File: config.mk
export PLATFORM = sky130hd
export DESIGN_NAME = mmio_hub
export DESIGN_NICKNAME = d
export VERILOG_FILES = /design/src/rtl/mmio_hub.sv
export SDC_FILE = /design/constraint.sdc
export NUM_CORES = 1
export LEC_CHECK = 0
export ABC_AREA = 1
export CAP_MARGIN = 20
export CORE_ASPECT_RATIO = 2
export CORE_MARGIN = 8
export CORE_UTILIZATION = 50
export CTS_BUF_LIST = sky130_fd_sc_hd__clkbuf_8
export CTS_CLUSTER_DIAMETER = 40
export DETAILED_ROUTE_END_ITERATION = 6
export PLACE_DENSITY = 0.71
export REMOVE_ABC_BUFFERS = 1
export SLEW_MARGIN = 20
export SYNTH_ARGS = -nofsm -noshare
export SYNTH_HDL_FRONTEND = slang
export SYNTH_SLANG_ARGS = --single-unit
File: constraint.sdc
create_clock -name clk -period 3.5 [get_ports clk]
set_input_delay 0.35 -clock clk [delete_from_list [all_inputs] [get_ports clk]]
set_output_delay 0.35 -clock clk [all_outputs]
set_load 0.005 [all_outputs]
File: src/rtl/mmio_hub.sv
// rtl/mmio_hub.sv - relocatable MMIO register window with periodic timer,
// multiplexed hex display scan, debounced buttons and a combined irq.
module mmio_hub #(
  parameter logic [31:0] BASE_ADDR    = 32'h0000FF00,
  parameter int          NUM_DIGITS   = 4,
  parameter logic [31:0] PERIOD_RST   = 32'd50_000_000,
  parameter int          SCAN_DIV     = 50_000,
  parameter int          NUM_BTN      = 4,
  parameter int          DEBOUNCE_CYC = 500_000
) (
  input  logic                  clk,
  input  logic                  reset,
  input  logic [31:0]           adr,
  input  logic [31:0]           writedata,
  input  logic                  memwrite,
  input  logic [NUM_BTN-1:0]    btn_in,
  output logic [31:0]           io_data,
  output logic [7:0]            seg,
  output logic [NUM_DIGITS-1:0] an,
  output logic                  irq
);

  localparam int DW     = 4 * NUM_DIGITS;
  localparam int IDX_W  = (NUM_DIGITS > 1) ? $clog2(NUM_DIGITS) : 1;
  localparam int SCAN_W = (SCAN_DIV > 1) ? $clog2(SCAN_DIV) : 1;
  localparam int DB_W   = (DEBOUNCE_CYC > 1) ? $clog2(DEBOUNCE_CYC) : 1;

  localparam logic [IDX_W-1:0]  IDX_LAST  = IDX_W'(NUM_DIGITS - 1);
  localparam logic [SCAN_W-1:0] SCAN_LAST = SCAN_W'(SCAN_DIV - 1);
  localparam logic [DB_W-1:0]   DB_LAST   = DB_W'(DEBOUNCE_CYC - 1);

  localparam logic [31:0] OFF_DISPLAY = 32'd0;
  localparam logic [31:0] OFF_STATUS  = 32'd1;
  localparam logic [31:0] OFF_PERIOD  = 32'd2;
  localparam logic [31:0] OFF_CTRL    = 32'd3;
  localparam logic [31:0] OFF_COUNT   = 32'd4;
  localparam logic [31:0] OFF_BSTATE  = 32'd5;
  localparam logic [31:0] OFF_BEDGE   = 32'd6;
  localparam logic [31:0] OFF_SEG     = 32'd8;
  localparam logic [31:0] OFF_AN      = 32'd9;

  logic [DW-1:0]         r_display;
  logic [31:0]           r_period;
  logic [31:0]           r_count;
  logic                  r_tmr_en;
  logic                  r_tick_ie;
  logic                  r_btn_ie;
  logic                  r_blank_lz;
  logic                  r_tick_flag;
  logic                  r_tick_toggle;
  logic [NUM_BTN-1:0]    r_sync1;
  logic [NUM_BTN-1:0]    r_sync2;
  logic [NUM_BTN-1:0]    r_btn_state;
  logic [NUM_BTN-1:0]    r_btn_edge;
  logic [DB_W-1:0]       r_db_cnt [NUM_BTN];
  logic [SCAN_W-1:0]     r_scan_cnt;
  logic [IDX_W-1:0]      r_idx;
  logic [7:0]            r_seg;
  logic [NUM_DIGITS-1:0] r_an;
  logic                  r_irq;

  // Offset wraps modulo 2^32, so only exact BASE_ADDR+k matches decode.
  logic [31:0] w_off;
  logic        w_wr_display, w_wr_status, w_wr_period, w_wr_ctrl, w_wr_bedge;

  assign w_off        = adr - BASE_ADDR;
  assign w_wr_display = memwrite && (w_off == OFF_DISPLAY);
  assign w_wr_status  = memwrite && (w_off == OFF_STATUS);
  assign w_wr_period  = memwrite && (w_off == OFF_PERIOD);
  assign w_wr_ctrl    = memwrite && (w_off == OFF_CTRL);
  assign w_wr_bedge   = memwrite && (w_off == OFF_BEDGE);

  logic w_tmr_clear;
  logic w_tick;

  assign w_tmr_clear = w_wr_period || (w_wr_ctrl && writedata[0] && !r_tmr_en);
  assign w_tick      = !w_tmr_clear && r_tmr_en && (r_period != 32'd0) &&
                       (r_count >= r_period - 32'd1);

  always_ff @(posedge clk) begin
    if (reset) begin
      r_display     <= '0;
      r_period      <= PERIOD_RST;
      r_count       <= 32'd0;
      r_tmr_en      <= 1'b0;
      r_tick_ie     <= 1'b0;
      r_btn_ie      <= 1'b0;
      r_blank_lz    <= 1'b0;
      r_tick_flag   <= 1'b0;
      r_tick_toggle <= 1'b0;
    end else begin
      if (w_wr_display) r_display <= writedata[DW-1:0];
      if (w_wr_period)  r_period  <= writedata;
      if (w_wr_ctrl) begin
        r_tmr_en   <= writedata[0];
        r_tick_ie  <= writedata[2];
        r_btn_ie   <= writedata[3];
        r_blank_lz <= writedata[4];
      end
      if (w_tmr_clear || w_tick) begin
        r_count <= 32'd0;
      end else if (r_tmr_en && (r_period != 32'd0)) begin
        r_count <= r_count + 32'd1;
      end
      // A tick on the same edge as the W1C keeps the flag set.
      if (w_tick) begin
        r_tick_flag <= 1'b1;
      end else if (w_wr_status && writedata[0]) begin
        r_tick_flag <= 1'b0;
      end
      if (w_tick) r_tick_toggle <= !r_tick_toggle;
    end
  end

  logic [NUM_BTN-1:0] w_btn_accept;
  logic [NUM_BTN-1:0] w_edge_clr;

  always_comb begin
    w_btn_accept = '0;
    for (int i = 0; i < NUM_BTN; i++) begin
      w_btn_accept[i] = (r_sync2[i] != r_btn_state[i]) && (r_db_cnt[i] == DB_LAST);
    end
  end

  assign w_edge_clr = w_wr_bedge ? writedata[NUM_BTN-1:0] : '0;

  always_ff @(posedge clk) begin
    if (reset) begin
      r_sync1     <= '0;
      r_sync2     <= '0;
      r_btn_state <= '0;
      r_btn_edge  <= '0;
      for (int i = 0; i < NUM_BTN; i++) r_db_cnt[i] <= '0;
    end else begin
      r_sync1     <= btn_in;
      r_sync2     <= r_sync1;
      r_btn_state <= r_btn_state ^ w_btn_accept;
      // Accepting with sync2=1 is a 0->1 transition of the debounced level.
      r_btn_edge  <= (r_btn_edge & ~w_edge_clr) | (w_btn_accept & r_sync2);
      for (int i = 0; i < NUM_BTN; i++) begin
        if ((r_sync2[i] == r_btn_state[i]) || w_btn_accept[i]) begin
          r_db_cnt[i] <= '0;
        end else begin
          r_db_cnt[i] <= r_db_cnt[i] + DB_W'(1);
        end
      end
    end
  end

  function automatic logic [6:0] hex7(input logic [3:0] n);
    case (n)
      4'h0: hex7 = 7'h40;
      4'h1: hex7 = 7'h79;
      4'h2: hex7 = 7'h24;
      4'h3: hex7 = 7'h30;
      4'h4: hex7 = 7'h19;
      4'h5: hex7 = 7'h12;
      4'h6: hex7 = 7'h02;
      4'h7: hex7 = 7'h78;
      4'h8: hex7 = 7'h00;
      4'h9: hex7 = 7'h10;
      4'hA: hex7 = 7'h08;
      4'hB: hex7 = 7'h03;
      4'hC: hex7 = 7'h46;
      4'hD: hex7 = 7'h21;
      4'hE: hex7 = 7'h06;
      default: hex7 = 7'h0E;
    endcase
  endfunction

  logic                  w_scan_wrap;
  logic [IDX_W-1:0]      w_idx_adv;
  logic [DW-1:0]         w_shifted;
  logic                  w_blank;
  logic [7:0]            w_seg_next;
  logic [NUM_DIGITS-1:0] w_an_next;

  assign w_scan_wrap = (r_scan_cnt == SCAN_LAST);
  assign w_idx_adv   = (r_idx == IDX_LAST) ? '0 : r_idx + IDX_W'(1);
  // Nibbles at and above the digit being zero means it sits above the MS digit.
  assign w_shifted   = r_display >> {w_idx_adv, 2'b00};
  assign w_blank     = r_blank_lz && (w_idx_adv != '0) && (w_shifted == '0);
  assign w_seg_next  = w_blank ? 8'hFF : {1'b1, hex7(w_shifted[3:0])};
  assign w_an_next   = ~(NUM_DIGITS'(1) << w_idx_adv);

  // Segment data is captured only at slot boundaries, so writes never
  // disturb the digit currently being shown.
  always_ff @(posedge clk) begin
    if (reset) begin
      r_scan_cnt <= '0;
      r_idx      <= '0;
      r_an       <= ~NUM_DIGITS'(1);
      r_seg      <= 8'hC0;
    end else if (w_scan_wrap) begin
      r_scan_cnt <= '0;
      r_idx      <= w_idx_adv;
      r_an       <= w_an_next;
      r_seg      <= w_seg_next;
    end else begin
      r_scan_cnt <= r_scan_cnt + SCAN_W'(1);
    end
  end

  always_ff @(posedge clk) begin
    if (reset) begin
      r_irq <= 1'b0;
    end else begin
      r_irq <= (r_tick_flag && r_tick_ie) || ((|r_btn_edge) && r_btn_ie);
    end
  end

  always_comb begin
    io_data = 32'd0;
    case (w_off)
      OFF_DISPLAY: io_data = 32'(r_display);
      OFF_STATUS:  io_data = {30'd0, r_tick_toggle, r_tick_flag};
      OFF_PERIOD:  io_data = r_period;
      OFF_CTRL:    io_data = {27'd0, r_blank_lz, r_btn_ie, r_tick_ie, 1'b0, r_tmr_en};
      OFF_COUNT:   io_data = r_count;
      OFF_BSTATE:  io_data = 32'(r_btn_state);
      OFF_BEDGE:   io_data = 32'(r_btn_edge);
      OFF_SEG:     io_data = 32'(r_seg);
      OFF_AN:      io_data = 32'(r_an);
      default:     io_data = 32'd0;
    endcase
  end

  assign seg = r_seg;
  assign an  = r_an;
  assign irq = r_irq;

endmodule

==> run metrics, run 1 <==
global-route total usage across every layer 0.229; die span in y 245 um; area of the mapped netlist roughly 0.013 sq mm; HPWL after detailed placement 28100 um; actual slew at the worst max-slew pin 751 ps; total of endpoints with negative setup slack in the final report 0; data arrival time of the worst path 3920 ps; DRC violation count after routing 0; asr flop ratio synth 0; static power due to leakage ~0.0074 uW; data required time at the worst endpoint 4000 ps; overflow left after global routing 0; Slowest-stage cell, CP dfxtp_2; area occupied by registers around 0.0049 sq mm; CTS buffer count 36; detailed-route vias per instance 5.16; gate count of the mapped netlist 1811; post-synthesis register bit count 208; run status completed; Core ar. between 0.02 and 0.03 sq mm; aggregate negative setup slack 0 ps; hold violation total from the final report 0; Detail Route Antenna Nets 0; Area contributors post-synth dfxtp_1 (20%), edfxtp_1 (17%), nand2_1 (9.7%); cell family with most CP delay simple AND/OR/NAND/NOR gates; worst supply voltage drop on vdd about 0.38 mV; setup slack after layout 84.8 ps; most common flop cell mapped by yosys dfxtp_1; Die ar. 0.0319 sq mm; PD cells 307 mW/mm^2; routability congestion estimate from global placement 0.908; post-route cell area 0.0167 sq mm; most frequently used cell type in the post-synthesis netlist nand2_1; layout cell share with drive strength beyond 1 0.129; skew final between 30 and 40 ps; post-synthesis cell type count 51; Crit path largest cell delay 340 ps; biggest area consumer among synthesized cells dfxtp_1; clock sink count 208; cell row count 84; routed wire length 37200 um; count of flip-flops with a built-in enable after synthesis 76; area share of the largest cell type after synthesis 0.202; clock tree from TritonCTS yes; relative slew slack 0.498; number of global-route vias before repair 12200; post-detailed-route wirelength per cell 15.0 um; # IOs 116; Max FO, Critical Path 6; Final nets 2231; input/output buffers 114; maximum number of pins on one net before global-route repair 46; achievable frequency 293 MHz; Hold Worst Slack 275 ps; cell breakdown of the critical path inv_4, nand3_4, nor3_4, nand2_1, nor3_2, nand4_1, nor2_2, nand3_2, buf_6, nor2_4, xor2_1, ha_1, a21oi_2, o21ai_1, nand2_1, o211ai_1, nor2_1, nand3_1, nand3_2, nand3_4, clkbuf_16, nor2_1; Final Power slightly above 5000 uW; Synth-to-Final Area Change 27.7%; syn_area_per_cell 7.23 sq um; Placement Cell Area 0.0156 sq mm; wire length of the first global-routing pass 59200 um; number of search-and-repair iterations in the first detailed-routing pass 5; number of DRC markers in iteration 0 876; dpl ws -113 ps; initial cell density of the core 0.502; area taken by multi-input logic gates approximately 0.0075 sq mm; initial antenna violation count 0; diode count 0; worst hold path type input port to register; register area share after synthesis 0.376; setup repair after global routing missed its margin yes; Root Driver clkbuf_8; share of the cycle needed by the critical path after routing 0.976; number of inserted filler cells in the final layout 2414; start-to-end type of the worst setup path register to register; most common library cells after synthesis nand2_1 (337), inv_1 (265), nor2_1 (247); register clock-pin slew on the reported worst setup and hold paths around 60 ps; post-layout min period 3420 ps; Final Slew Violations 0; via count 12800; chip width 130 um; Max-cap violations 0; H-Tree Level Count 2; type of origin of the critical path register; sort of element at the end of the critical path register; number of synthesis warnings 0; worst path buffer plus inverter count 3; clock tree buffer depth 3; insertion delay to the later sink of the worst-skew pair 560 ps
==> registers in the layout (all words and copies together) (netlist names), named ones only <==
name           count
r_period          32
r_tick_ie          1
seg                7
r_scan_cnt        16
r_display         16
r_tmr_en           1
r_btn_edge         4
r_idx              2
irq                1
r_tick_flag        1
r_tick_toggle      1
r_blank_lz         1
r_sync1            4
r_count           32
an                 4
r_btn_ie           1
r_sync2            4
r_db_cnt          76
==> layer usage <==
metal	GRT usage	vias up	routed length (um)
li1	-	6529	-
met1	0.291	5734	16000
met2	0.373	424	17100
met3	0.0411	98	2590
met4	0.0968	0	1520
met5	0	-	0
==> worst register-to-register path: stages (launching register included) <==
cell,delay [ps]
dfxtp_2,340
inv_4,80
nand3_4,90
nor3_4,200
nand2_1,100
nor3_2,200
nand4_1,170
nor2_2,210
nand3_2,130
buf_6,140
nor2_4,70
xor2_1,180
ha_1,280
a21oi_2,130
o21ai_1,70
nand2_1,50
o211ai_1,90
nor2_1,130
nand3_1,90
nand3_2,130
nand3_4,170
clkbuf_16,230
nor2_1,80
==> layout make-up <==
| cell class | count | area share |
|---|---|---|
| Timing Repair Buffer | 229 | 0.127 |
| Inverter | 270 | 0.0616 |
| Tap cell | 344 | 0.0257 |
| Clock buffer | 38 | 0.0313 |
| Sequential cell | 208 | 0.295 |
| Clock inverter | 25 | 0.0100 |
| Multi-Input combinational cell | 1366 | 0.450 |
==> final timing paths <==
check | start | slack (ps) | cells past startpoint | endpoint
worst max-delay path | r_period[0]$_SDFFE_PP0P_ | 80 | 22 | r_count[0]$_SDFFE_PP0P_
worst min-delay path | reset | 270 | 2 | r_sync1[3]$_SDFF_PP0_
worst max register to register | r_period[0]$_SDFFE_PP0P_ | 80 | 22 | r_count[0]$_SDFFE_PP0P_
worst min register to register | r_sync1[0]$_SDFF_PP0_ | 410 | 2 | r_sync2[0]$_SDFF_PP0_
==> cells by family after synthesis <==
logic type | share of synthesized area
compound gates | 0.0975
xor+xnor | 0.0575
fa+ha+maj | 0.0468
buf+inv | 0.0955
flops | 0.376
other cells | 0.000286
simple gates | 0.326
==> metrics by stage <==
stage               std cells   util
floorplan                1844      -
global placement         2409  0.598
detailed placement       2409  0.598
CTS                      2472  0.626
global route             2480  0.642
finish                   2480  0.642
==> power by group <==
| part | internal [uW] | switching, uW |
|---|---|---|
| clock | 1160 | 1030 |
| sequential | 2550 | 35.2 |
| combinational | 154 | 198 |
==> cell usage in the layout (no fill, tap or decap), types with 10 or more instances in the layout <==
cell type,instances
a21oi_1,101
nand3_1,110
ha_1,48
clkdlybuf4s50_1,83
clkbuf_8,38
buf_4,104
o22ai_1,12
nand4_1,79
o211ai_1,14
nor2_4,25
nor3_1,49
dfxtp_1,129
inv_1,272
xor2_1,77
nand3_2,10
dlygate4sd2_1,19
conb_1,77
nor2_1,216
nor4_1,23
dlymetal6s2s_1,11
nand2_1,334
nor2_2,23
o21ai_0,64
edfxtp_1,76
nor3b_1,12
==> what timing repair did <==
| item | CTS | global route |
|---|---|---|
| gates resized for setup | 38 | 91 |
| hold buffers | 0 | 0 |
| gates cloned | 0 | 3 |
| hold endpoints to repair | 0 | 0 |
| setup endpoints to repair | 29 | 49 |
| buffers inserted | 0 | 5 |
| pin swaps | 7 | 25 |
(Power assumes the default switching activity.)
==> run 2, diff against run 1 <==
RECOVER_POWER = 25   (was unset)
==> run 2 against run 1 <==
Effect of this change:
- sequential share of layout area hardly changed
- design area is essentially flat
- power about the same
- die area is the same
==> run metrics, run 2 (synthesis gave the netlist of run 1 again) <==
run status completed (unchanged); via count 12800 (about the same); endpoint of the worst register-to-register path r_count[0]$_SDFFE_PP0P_ (unchanged); number of DRC markers in iteration 0 876 (unchanged); worst hold path type input port to register (unchanged); Final Slew Violations 0 (unchanged); Hold Worst Slack 342 ps (was 275 ps); initial antenna violation count 0 (unchanged); Final nets 2231 (unchanged); DRC violation count after routing 0 (unchanged); Die ar. 0.0319 sq mm (unchanged); total of endpoints with negative setup slack in the final report 0 (unchanged); Hold Crit Endpoint r_sync1[0]$_SDFF_PP0_ (was r_sync1[3]$_SDFF_PP0_); type of origin of the critical path input port (was register); worst path buffer plus inverter count 3 (unchanged); number of global-route vias before repair 12200 (unchanged); detailed-route vias per instance 5.16 (about the same); most common cell type on the critical path nand2_1; maximum number of pins on one net before global-route repair 46 (unchanged); data arrival time of the worst path 3100 ps (was 3920 ps); setup repair after global routing missed its margin yes (unchanged); worst reg2reg setup slack 80 ps (about the same); clock sink count 208 (unchanged); max FFs per register 76 (unchanged); worst supply voltage drop on vdd 0.380 mV (about the same); start point of the worst hold path btn_in[0] (was reset); die span in y 245 um (unchanged); initial cell density of the core 0.502 (unchanged); PD cells 307 mW/mm^2 (about the same); Slowest-stage cell, CP clkdlybuf4s50_1 (was dfxtp_2); Crit path largest cell delay 560 ps (was 340 ps); clock tree from TritonCTS yes (unchanged); CTS buffer count 36 (unchanged); post-detailed-route wirelength per cell 15.0 um (about the same); start-to-end type of the worst setup path input port to primary output (was register to register); leading cell type in the layout, fill and taps excluded nand2_1 (unchanged); setup slack after layout 54.6 ps (was 84.8 ps); wire length of the first global-routing pass 59200 um (unchanged); chip width 130 um (unchanged); number of inserted filler cells in the final layout 2419 (was 2414); Placement Cell Area 0.0156 sq mm (unchanged); routability congestion estimate from global placement 0.908 (unchanged); post-layout min period 3450 ps (was 3420 ps); skew final 38.0 ps (was 38.3 ps); routed wire length 37200 um (about the same); number of search-and-repair iterations in the first detailed-routing pass 6 (was 5); overflow left after global routing 0 (unchanged); fraction of the core area covered by cells at the end of the flow 0.641 (was 0.642); cell family with most CP delay simple AND/OR/NAND/NOR gates (unchanged); global-route total usage across every layer 0.229 (unchanged); Max-cap violations 0 (unchanged); # IOs 116 (unchanged); Root Driver clkbuf_8 (unchanged); actual slew at the worst max-slew pin 1290 ps (was 751 ps); data required time at the worst endpoint 3150 ps (was 4000 ps); most used cells in the layout excluding fill and tap cells nand2_1 (334), inv_1 (272), nor2_1 (218) (was nand2_1 (334), inv_1 (272), nor2_1 (216)); diode count 0 (unchanged); relative slew slack 0.141 (was 0.498); Core ar. 0.0261 sq mm (unchanged); sort of element at the end of the critical path primary output (was register); startpoint of the worst-slack reg-to-reg timing path r_period[0]$_SDFFE_PP0P_ (unchanged); hold violation total from the final report 0 (unchanged); Post-CTS Hold Buffers 0 (unchanged); register clock-pin slew on the reported worst setup and hold paths 60 ps (about the same); Max FO, Critical Path 11 (was 6); register containing the most flip-flops in the final layout r_db_cnt (unchanged); clock tree buffer depth 3 (unchanged); input/output buffers 114 (unchanged); cell row count 84 (unchanged); post-route cell area 0.0167 sq mm (about the same); cell breakdown of the critical path clkdlybuf4s50_1, nand2_1, nor2_1, nand2_4, nand3_2, nand2_1, nand2_1, nand2_1, nor2_2, nand3_2, nor2_8, nand3_4, buf_12, o22ai_1, clkdlybuf4s50_1 (was inv_4, nand3_4, nor3_4, nand2_1, nor3_2, nand4_1, nor2_2, nand3_2, buf_6, nor2_4, xor2_1, ha_1, a21oi_2, o21ai_1, nand2_1, o211ai_1, nor2_1, nand3_1, nand3_2, nand3_4, clkbuf_16, nor2_1); H-Tree Level Count 2 (unchanged); dpl ws -113 ps (unchanged); static power due to leakage 0.00738 uW (was 0.00737 uW); layout cell share with drive strength beyond 1 0.127 (was 0.129); HPWL after detailed placement 28100 um (unchanged); largest registers in the final layout r_db_cnt x76, r_count x32, r_period x32 (unchanged); insertion delay to the later sink of the worst-skew pair 570 ps (was 560 ps); Synth-to-Final Area Change 27.6% (was 27.7%); achievable frequency 290 MHz (was 293 MHz); Hold Path Depth 3 (was 2); Detail Route Antenna Nets 0 (unchanged); share of the cycle needed by the critical path after routing 0.984 (was 0.976); cell count of the worst reg-to-reg path 22 (unchanged)
[run 2: cell count changes in the layout (fill, tap and decap cells not counted), moves of 2 or more]
cell	before	now
nor2_2	23	21
buf_4	104	101
clkdlybuf4s50_1	83	71
clkbuf_1	0	3
nor2_1	216	218
dlygate4sd3_1	0	12
[run 2: how the worst max path moves through the flow]
stage	slack (ps)	from	cells past startpoint	end
after global placement	-80	adr[20]	18	io_data[1]
after floorplan	240	r_period[0]$_SDFFE_PP0P_	21	r_count[0]$_SDFFE_PP0P_
after CTS	-20	adr[12]	19	io_data[1]
final	50	adr[8]	15	io_data[18]
after detailed placement	-110	adr[13]	19	io_data[1]
after global routing	-170	r_period[0]$_SDFFE_PP0P_	22	r_count[0]$_SDFFE_PP0P_
[run 2: what timing repair did]
item                                    in CTS  in global routing
endpoints found under the setup margin      29                 49
setup buffers                                0                  5
gates cloned                                 0                  3
hold endpoints to repair                     0                  0
resized for setup                           38                 91
pin swaps                                    7                 25
[run 2: stage by stage]
stage	total power, uW	setup TNS, ps	instances
floorplan	2770	0	1844
global placement	2960	-990	2409
detailed placement	2960	-1580	2409
CTS	5160	-61.6	2472
global route	5320	-5180	2480
finish	5130	0	2480
[run 2: per-layer routing]
layer  global-route usage  share of wire
met1                0.291           0.43
met2                0.373           0.46
met3               0.0411          0.070
met4               0.0968          0.041
met5                    0              0
[run 2: final cells by class]
cell class	count	area, sq um	area share
flip-flops and latches	208	4930	0.295
clock buffers	38	523	0.0313
well taps	344	430	0.0258
clock inverters	25	168	0.0100
multi-input cells	1366	7520	0.450
inverters	270	1030	0.0616
repair buffers	229	2110	0.126
[run 2: power breakdown]
group          switching (uW)  total [uW]  internal (uW)
logic                     198         351            153
registers                35.2        2590           2550
clock network            1030        2190           1160
[run 2: tightest hold or removal path, cell delays in order]
cell	delay [ps]
clkdlybuf4s50_1	390
inv_1	60
nor2_1	30
==> run 3, diff against run 2 <==
CTS_BUF_LIST = sky130_fd_sc_hd__clkbuf_16   (was sky130_fd_sc_hd__clkbuf_8)
==> run 3 against run 2 <==
Effect of this change:
- critical path depth down 4
- first-iteration DRC count rose by 13%
- power up 11%
- cell count down 0.40%
- design area rose by 2.0%
- register-to-register slack lost 40 ps
- clock skew decreased by 12 ps
- wire length grew 0.56%
==> run metrics, run 3 (synthesis gave the netlist of run 1 again) <==
Max FO, Critical Path 12 (was 11); fraction of power consumed by combinational cells 0.062 (was 0.068); Detail Route Antenna Nets 0 (unchanged); largest registers in the final layout r_db_cnt x76, r_count x32, r_period x32 (unchanged); start-to-end type of the worst setup path input port to primary output (unchanged); clock network fraction of design power 0.486 (was 0.427); Core ar. 0.0261 sq mm (unchanged); overflow left after global routing 0 (unchanged); total of endpoints with negative setup slack in the final report 0 (unchanged); share of the cycle needed by the critical path after routing 0.996 (was 0.984); number of DRC markers in iteration 0 987 (was 876); global-route total usage across every layer 0.228 (was 0.229); Final Slew Violations 0 (unchanged); run status completed (unchanged); post-detailed-route wirelength per cell 15.1 um (was 15.0 um); HPWL after detailed placement 28100 um (unchanged); setup repair after global routing missed its margin yes (unchanged); Root Driver clkbuf_16 (was clkbuf_8); data arrival time of the worst path 3130 ps (was 3100 ps); number of search-and-repair iterations in the first detailed-routing pass 6 (unchanged); type of origin of the critical path input port (unchanged); worst supply voltage drop on vdd 0.413 mV (was 0.380 mV); wire length of the first global-routing pass 59100 um (was 59200 um); clock tree from TritonCTS yes (unchanged); DRC violation count after routing 0 (unchanged); insertion delay to the later sink of the worst-skew pair 560 ps (was 570 ps); relative slew slack 0.172 (was 0.141); initial cell density of the core 0.502 (unchanged); Post-CTS Hold Buffers 0 (unchanged); CTS buffer count 27 (was 36); post-route cell area 0.0170 sq mm (was 0.0167 sq mm); via count 12800 (about the same); setup slack after layout 15.0 ps (was 54.6 ps); number of global-route vias before repair 12100 (was 12200); # IOs 116 (unchanged); dpl ws -113 ps (unchanged); Max-cap violations 0 (unchanged); actual slew at the worst max-slew pin 1240 ps (was 1290 ps); worst hold path type input port to register (unchanged); detailed-route vias per instance 5.17 (was 5.16); Synth-to-Final Area Change 30.2% (was 27.6%); chip width 130 um (unchanged); register clock-pin slew on the reported worst setup and hold paths 60 ps (about the same); Die ar. 0.0319 sq mm (unchanged); max FFs per register 76 (unchanged); register containing the most flip-flops in the final layout r_db_cnt (unchanged); sort of element at the end of the critical path primary output (unchanged); leading cell type in the layout, fill and taps excluded nand2_1 (unchanged); most used cells in the layout excluding fill and tap cells nand2_1 (334), inv_1 (262), nor2_1 (215) (was nand2_1 (334), inv_1 (272), nor2_1 (218)); input/output buffers 114 (unchanged); net switching power 1400 uW (was 1270 uW); skew final 25.7 ps (was 38.0 ps); H-Tree Level Count 1 (was 2); hold violation total from the final report 0 (unchanged); data required time at the worst endpoint 3150 ps (about the same); Placement Cell Area 0.0156 sq mm (unchanged); layout cell share with drive strength beyond 1 0.131 (was 0.127); routed wire length 37400 um (was 37200 um); switch share 0.246 (was 0.247); sequential share of power 0.452 (was 0.504); placed instance count 2409 (unchanged); clock tree buffer depth 3 (unchanged); die span in y 245 um (unchanged); routability congestion estimate from global placement 0.908 (unchanged); maximum number of pins on one net before global-route repair 46 (unchanged); static power due to leakage 0.00752 uW (was 0.00738 uW); cell row count 84 (unchanged); clock sink count 208 (unchanged); internal power of the cells 4310 uW (was 3860 uW); diode count 0 (unchanged); PD cells 335 mW/mm^2 (was 307 mW/mm^2); Final nets 2225 (was 2231); Hold Worst Slack 345 ps (was 342 ps); initial antenna violation count 0 (unchanged); post-layout min period 3480 ps (was 3450 ps); achievable frequency 287 MHz (was 290 MHz); number of standard cells in the final layout excluding fillers 2470 (was 2480)
run 3: changes by cell type in the layout (fill, tap and decap cells not counted), moves of 3 or more:
cell             previous run  this run
clkdlybuf4s50_1            71        67
nor2_4                     25        31
nor2_2                     21        18
dlymetal6s2s_1             11        15
clkinv_4                    2         5
clkbuf_16                   2        31
clkbuf_8                   38         0
clkinv_8                    0         3
inv_1                     272       262
nor2_1                    218       215
run 3: layout make-up:
cell class	instances	area (sq um)
timing repair buffer	231	2150
clock buffer	29	726
clock inverter	21	189
multi-input combinational	1367	7590
sequential	208	4930
fill	2371	9020
inverter	270	1030
tap	344	430
run 3: worst paths after layout:
path	to	slack, ps	cells after the start	start
worst max-delay path	io_data[22]	20	11	adr[8]
worst min-delay path	r_sync1[0]$_SDFF_PP0_	340	3	btn_in[0]
worst max register to register	r_count[12]$_SDFFE_PP0P_	40	22	r_period[0]$_SDFFE_PP0P_
worst min register to register	r_sync2[0]$_SDFF_PP0_	410	2	r_sync1[0]$_SDFF_PP0_
run 3: layer usage:
layer | vias up | wire length [um] | track usage
met4 | 0 | 1350 | 0.0880
met5 | - | 0 | 0
met1 | 5790 | 16000 | 0.295
met2 | 384 | 17500 | 0.370
li1 | 6525 | - | -
met3 | 78 | 2580 | 0.0363
run 3: worst max-delay path: stages:
cell,delay [ps]
dlygate4sd3_1,540
nand2_1,120
nor2_2,210
nand3_4,130
a31oi_1,280
nand4_4,190
nor2_8,270
nand2_4,110
buf_12,160
o22ai_1,210
clkdlybuf4s50_1,550
run 3: stage by stage:
step / power (uW) / setup TNS, ps / util
after global routing: 5900 / -4390 / 0.654
after floorplan: 2770 / 0 / -
final: 5720 / 0 / 0.654
after global placement: 2960 / -990 / 0.598
after detailed placement: 2960 / -1580 / 0.598
after CTS: 5740 / -224 / 0.634
run 3: power groups by stage:
| stage | sequential, uW | clock (uW) | combinational (uW) |
|---|---|---|---|
| final | 2590 | 2780 | 355 |
| after global routing | 2590 | 2910 | 393 |
| after CTS | 2590 | 2830 | 328 |
| after detailed placement | 2640 | 0 | 323 |
| after global placement | 2640 | 0 | 322 |
| after floorplan | 2630 | 0 | 144 |
run 3: what timing repair did:
action / in CTS / in global routing
buffers inserted: 0 / 7
cloned: 0 / 4
pin swaps: 4 / 22
endpoints found under the hold margin: 0 / 0
resized for setup: 32 / 112
setup endpoints to repair: 30 / 51
